===== config.mk =====
export PLATFORM = sky130hd
export DESIGN_NAME = servo_cmd_flat
export DESIGN_NICKNAME = d
export VERILOG_FILES = /design/src/rtl/servo_cmd_if.sv /design/src/rtl/servo_cmd.sv /design/src/flat_wrapper.sv
export SDC_FILE = /design/constraint.sdc
export NUM_CORES = 1
export LEC_CHECK = 0
export BUFFER_PORTS_ARGS = -buffer_cell sky130_fd_sc_hd__buf_2
export CAP_MARGIN = 20
export CORE_MARGIN = 5
export CORE_UTILIZATION = 25
export CTS_BUF_LIST = sky130_fd_sc_hd__clkbuf_16
export DETAILED_ROUTE_END_ITERATION = 6
export HOLD_SLACK_MARGIN = 0.12
export PLACE_DENSITY_LB_ADDON = 0.25
export SLEW_MARGIN = 20
export SYNTH_ARGS = -nofsm -noshare
export SYNTH_HDL_FRONTEND = slang
export SYNTH_SLANG_ARGS = --single-unit

===== constraint.sdc =====
create_clock -name clk -period 2.7 [get_ports clk]
set_input_delay 0.135 -clock clk [delete_from_list [all_inputs] [get_ports clk]]
set_output_delay 0.135 -clock clk [all_outputs]
set_load 0.005 [all_outputs]

===== src/rtl/servo_cmd_if.sv =====
// Button inputs and servo command outputs of servo_cmd, grouped as one bundle.
// The master side drives the buttons; the slave side (servo_cmd) drives the commands.
interface servo_cmd_if;
  logic btn_l;
  logic btn_r;
  logic l_ctrl;
  logic r_ctrl;
  logic conflict;

  modport master (output btn_l, btn_r, input l_ctrl, r_ctrl, conflict);
  modport slave  (input btn_l, btn_r, output l_ctrl, r_ctrl, conflict);
endinterface


===== src/rtl/servo_cmd.sv =====
// Two-button servo commander: synchronize and debounce each button, then arbitrate
// left/right moves with a lockout whenever both buttons are held.
module servo_cmd #(
  parameter int unsigned DEBOUNCE_TICKS = 20
) (
  input  logic        clk,
  input  logic        rst_n,
  servo_cmd_if.slave  bus
);

  localparam logic [15:0] LAST_TICK = 16'(DEBOUNCE_TICKS - 1);

  typedef enum logic [1:0] {
    IDLE,
    MOVE_L,
    MOVE_R,
    LOCKOUT
  } state_e;

  // Index 0 is the left button, index 1 the right button.
  logic [1:0]  btn_raw;
  logic [1:0]  sync1_q;
  logic [1:0]  sync2_q;
  logic [1:0]  db_q;
  logic [1:0]  db_d;
  logic [15:0] cnt_q [2];
  logic [15:0] cnt_d [2];

  state_e state_q;
  state_e state_d;
  logic   l_ctrl_q;
  logic   r_ctrl_q;
  logic   conflict_q;

  assign btn_raw = {bus.btn_r, bus.btn_l};

  // NOTE: sequential state uses non-blocking assignments so every flop samples
  // the pre-edge value of its neighbours, which is what makes the two-flop
  // synchronizer a real two-stage chain instead of a single wire.
  always_ff @(posedge clk or negedge rst_n) begin
    if (!rst_n) begin
      sync1_q <= '0;
      sync2_q <= '0;
    end else begin
      sync1_q <= btn_raw;
      sync2_q <= sync1_q;
    end
  end

  // A level must disagree with db for DEBOUNCE_TICKS consecutive cycles to be taken.
  always_comb begin
    // NOTE: every combinational output gets a default before any branch, so no
    // path leaves it unassigned and no latch is inferred.
    db_d = db_q;
    for (int i = 0; i < 2; i++) begin
      cnt_d[i] = 16'd0;
      if (sync2_q[i] != db_q[i]) begin
        if (cnt_q[i] == LAST_TICK) begin
          db_d[i] = sync2_q[i];
        end else begin
          cnt_d[i] = cnt_q[i] + 16'd1;
        end
      end
    end
  end

  // NOTE: the counter array is a pair of plain registers, not a RAM, so it is
  // cleared by the async reset like any other flop.
  always_ff @(posedge clk or negedge rst_n) begin
    if (!rst_n) begin
      db_q <= '0;
      for (int i = 0; i < 2; i++) begin
        cnt_q[i] <= 16'd0;
      end
    end else begin
      db_q <= db_d;
      for (int i = 0; i < 2; i++) begin
        cnt_q[i] <= cnt_d[i];
      end
    end
  end

  always_comb begin
    state_d = state_q;
    unique case (state_q)
      IDLE: begin
        if (db_q[0] && db_q[1])  state_d = LOCKOUT;
        else if (db_q[0])        state_d = MOVE_L;
        else if (db_q[1])        state_d = MOVE_R;
      end
      MOVE_L: begin
        if (db_q[1])             state_d = LOCKOUT;
        else if (!db_q[0])       state_d = IDLE;
      end
      MOVE_R: begin
        if (db_q[0])             state_d = LOCKOUT;
        else if (!db_q[1])       state_d = IDLE;
      end
      LOCKOUT: begin
        // Releasing only one button must not resume movement.
        if (!db_q[0] && !db_q[1]) state_d = IDLE;
      end
      default:                   state_d = IDLE;
    endcase
  end

  // Outputs are decoded from the next state so they line up with state_q.
  always_ff @(posedge clk or negedge rst_n) begin
    if (!rst_n) begin
      state_q    <= IDLE;
      l_ctrl_q   <= 1'b0;
      r_ctrl_q   <= 1'b0;
      conflict_q <= 1'b0;
    end else begin
      state_q    <= state_d;
      l_ctrl_q   <= (state_d == MOVE_L);
      r_ctrl_q   <= (state_d == MOVE_R);
      conflict_q <= (state_d == LOCKOUT);
    end
  end

  assign bus.l_ctrl   = l_ctrl_q;
  assign bus.r_ctrl   = r_ctrl_q;
  assign bus.conflict = conflict_q;

endmodule


===== src/flat_wrapper.sv =====
// flat-port wrapper written by rule: the top's interface ports become plain ports
module servo_cmd_flat 
#(
  parameter int unsigned DEBOUNCE_TICKS = 20
)
  (clk, rst_n, bus_btn_l, bus_btn_r, bus_l_ctrl, bus_r_ctrl, bus_conflict);
  servo_cmd_if bus_i ();
  input  logic clk;
  input  logic rst_n;
  input wire logic [$bits(bus_i.btn_l)-1:0] bus_btn_l;
  input wire logic [$bits(bus_i.btn_r)-1:0] bus_btn_r;
  output wire logic [$bits(bus_i.l_ctrl)-1:0] bus_l_ctrl;
  output wire logic [$bits(bus_i.r_ctrl)-1:0] bus_r_ctrl;
  output wire logic [$bits(bus_i.conflict)-1:0] bus_conflict;
  assign bus_i.btn_l = bus_btn_l;
  assign bus_i.btn_r = bus_btn_r;
  assign bus_l_ctrl = bus_i.l_ctrl;
  assign bus_r_ctrl = bus_i.r_ctrl;
  assign bus_conflict = bus_i.conflict;
  servo_cmd #(.DEBOUNCE_TICKS(DEBOUNCE_TICKS)) u_core (.clk(clk), .rst_n(rst_n), .bus(bus_i));
endmodule

==> impl_metrics.yaml <==
floorplan:
  floorplan.die.width_um: 97.9
  chipHeight_um: 97.9
  floorplan.initialDensity_pct: 25.3
  design.core.area_sq_mm: 0.00765
  placement_rows: 32
  die_area_sq_mm: 0.00959
  i_o_pin_total: 7
finish:
  final_net_count: 207
  utilization_after_layout_pct: 29.9
  final_layout_size_suffix_gt1_share_pct: 8.91
  finish.instance_area_sq_mm: 0.00228
  num_antenna_cells: 0
  layout.cells.non_filler: 304
  area_growth_syn_to_layout_pct: 18.1
setup_path:
  crit_path_max_fanout: 15
  cp_data_required_time_ns: 2.84
  timing.critical_path.arrival_ns: 2.10
  path_class: "flop to flop"
  timing.critical_path.to_type: "flop"
  critical_path.startpoint_type: "flop"
routing:
  first_pass_iters: 4
  drt_wl_total_um: 3630
  drt-vias-per-instance: 4.42
  ant_nets: 0
  drt_drc_violations_left: 0
  drt_first_iter_violations: 94
  routedWlPerCell_um: 11.9
  vias: 1343
timing:
  final.setup.tns_ns: 0
  hold_viol: 0
  maxClockFrequency_mhz: 512
  post-route-period-util_pct: 72.4
  tightest_slew_ns: 0.549
  rsz0062_at_grt: "no"
  max-slew-margin-rel_pct: 63.4
  setup_viol: 0
  final-max-slew-violation-count: 0
  finClkSkew_ns: 0.00440
  final.min_clock_period_ns: 1.95
  hold_slack_ns: 0.350
  finalWorstSetupSlack_ns: 0.747
logic_synthesis:
  synthMostInstantiatedCell: "dfrtp_1"
  mappedNetlistArea_sq_mm: 0.00193
  ys_ff_latch: 43
  post_synth_and_or_nand_nor_area_fraction_pct: 25.9
  ys.flop_type: "dfrtp_1"
  post_synth_num_cell_types: 26
  synthAdderAreaFrac_pct: 1.29
  synthTopCellsByCount: "43 x dfrtp_1, 33 x nor2_1, 20 x xnor2_1"
  post_synthesis_net_count: 193
  synth_edf_count: 0
  yosys.area.top_type_share_pct: 55.7
  asyncSetResetFlopFracSynth_pct: 100
  yosysSeqAreaShare_pct: 55.7
  combinational_family_with_the_most_area_after_synthesis: "simple AND/OR/NAND/NOR gates"
  syn-mean-instance-area_sq_um: 10.3
  ys_warn_count: 0
  muxShareOfSynthArea_pct: 1.17
  yosysTopAreaCell: "dfrtp_1"
  synth-compound-area-share_pct: 1.36
  synthCells: 187
  yosys.area_share.xor_xnor_pct: 12.7
  synth.area.top_cells: "dfrtp_1 56%, xnor2_1 9.1%, nor2_1 6.4%, xor2_1 3.6%, nand3_1 3.4%"
pwr:
  power.ir.vdd_worst_mv: 0.293
  power_leakage_nw: 0.941
  power_density_mw_per_mm2: 609
  power_mw: 1.39
global_route:
  grt_util_all_layers_pct: 8.23
  grt_max_degree: 44
  first_global_vias: 1367
  global_route_wire_length_before_repair_um: 6380
  globalRouteOverflowTotal: 0
  grt_antenna_before_repair: 0
placed_design:
  postPlaceCellArea_sq_mm: 0.00208
  place.gp.congestion: 0.718
  io_buffer_count: 6
  place_worst_setup_slack_ns: 0.721
  dp_hpwl_um: 2390
  placedCellCount: 293
cts:
  cts_buffers: 5
  cts.repair_timing.setup_buffer_count: 0
  clock_sinks: 43
  max-clock-path-buffers: 2
  clock_insertion_delay_worst_skew_ns: 0.28
  clock-root-buffer: "clkbuf_16"
  clk_pin_slew_worst_paths_ns: 0.06
  cts-htree-levels: 2
  tritoncts: "yes"
run_status:
  run_status: "finished, final reports clean"
job:
  drv_cap: 0
worst_hold_path:
  min_path_type: "flop to flop"
[timing repair]
item,4_1_cts,5_1_grt
endpoints found under the hold margin,45,0
resized for setup,0,0
hold buffers,3,0
[metal layers]
layer / up-vias / wire length (um) / GRT usage (%)
met3: 7 / 115 / 2.71
li1: 665 / - / -
met4: 0 / 79 / 4.15
met5: - / 0 / 0
met2: 19 / 1670 / 12.8
met1: 652 / 1760 / 10.2
[path summary, 6_finish.rpt]
check / slack (ns) / cells after the start / from / end
max: 0.75 / 5 / u_core.cnt_q[0] / u_core.cnt_q[13]
max in group asynchronous: 1.94 / 2 / rst_n / u_core.cnt_q[0]
max reg2reg: 0.75 / 5 / u_core.cnt_q[0] / u_core.cnt_q[13]
min in group asynchronous: 0.40 / 2 / rst_n / u_core.cnt_q[12]
min: 0.35 / 0 / u_core.sync1_q[1] / u_core.sync2_q[1]
min reg2reg: 0.35 / 0 / u_core.sync1_q[1] / u_core.sync2_q[1]
[registers in the layout (all words and copies together) (netlist names)]
name                 cells
u_core.sync1_q           2
u_core.bus.conflict      1
u_core.bus.l_ctrl        1
u_core.bus.r_ctrl        1
u_core.sync2_q           2
u_core.state_q           2
u_core.cnt_q            32
u_core.db_q              2
[final cells by class]
type	instances	area (sq um)
fillers	795	5360
flip-flops and latches	43	1080
multi-input cells	134	820
well taps	102	128
clock buffers	5	125
repair buffers	9	62.6
clock inverters	3	42.5
inverters	8	30.0
[power breakdown]
part | internal, mW | switching (mW)
sequential | 0.655 | 0.0119
clock | 0.436 | 0.247
combinational | 0.0140 | 0.0270
[cell families (layout without fill, tap and decap cells)]
logic type               count (synthesis)  in the layout
AND/OR/NAND/NOR                         98             98
flip-flops                              43             43
XOR/XNOR                                28             28
buffers and inverters                   10             25
AO/OA/AOI/OAI                            4              4
adder cells (fa/ha/maj)                  2              2
multiplexers                             2              2
[cell usage in the layout (no fill, tap or decap), types with 4 or more instances in the layout]
| cell type | count |
|---|---|
| buf_2 | 5 |
| inv_1 | 8 |
| nor4_1 | 7 |
| xor2_1 | 8 |
| nand2_1 | 12 |
| nor4b_1 | 4 |
| nand3_1 | 13 |
| dfrtp_1 | 43 |
| xnor2_1 | 20 |
| nor2_1 | 33 |
| clkbuf_16 | 5 |
| nand4_1 | 7 |
| nor3_1 | 11 |
[worst max-delay path, cell delays in order (launching register included)]
cell and delay, ns:
dfrtp_1 0.44, ha_1 0.28, nor4b_1 0.29, nand4_1 0.24, nand2_1 0.45, nor2_1 0.12
Note: power is estimated with default switching activity, not from simulation.
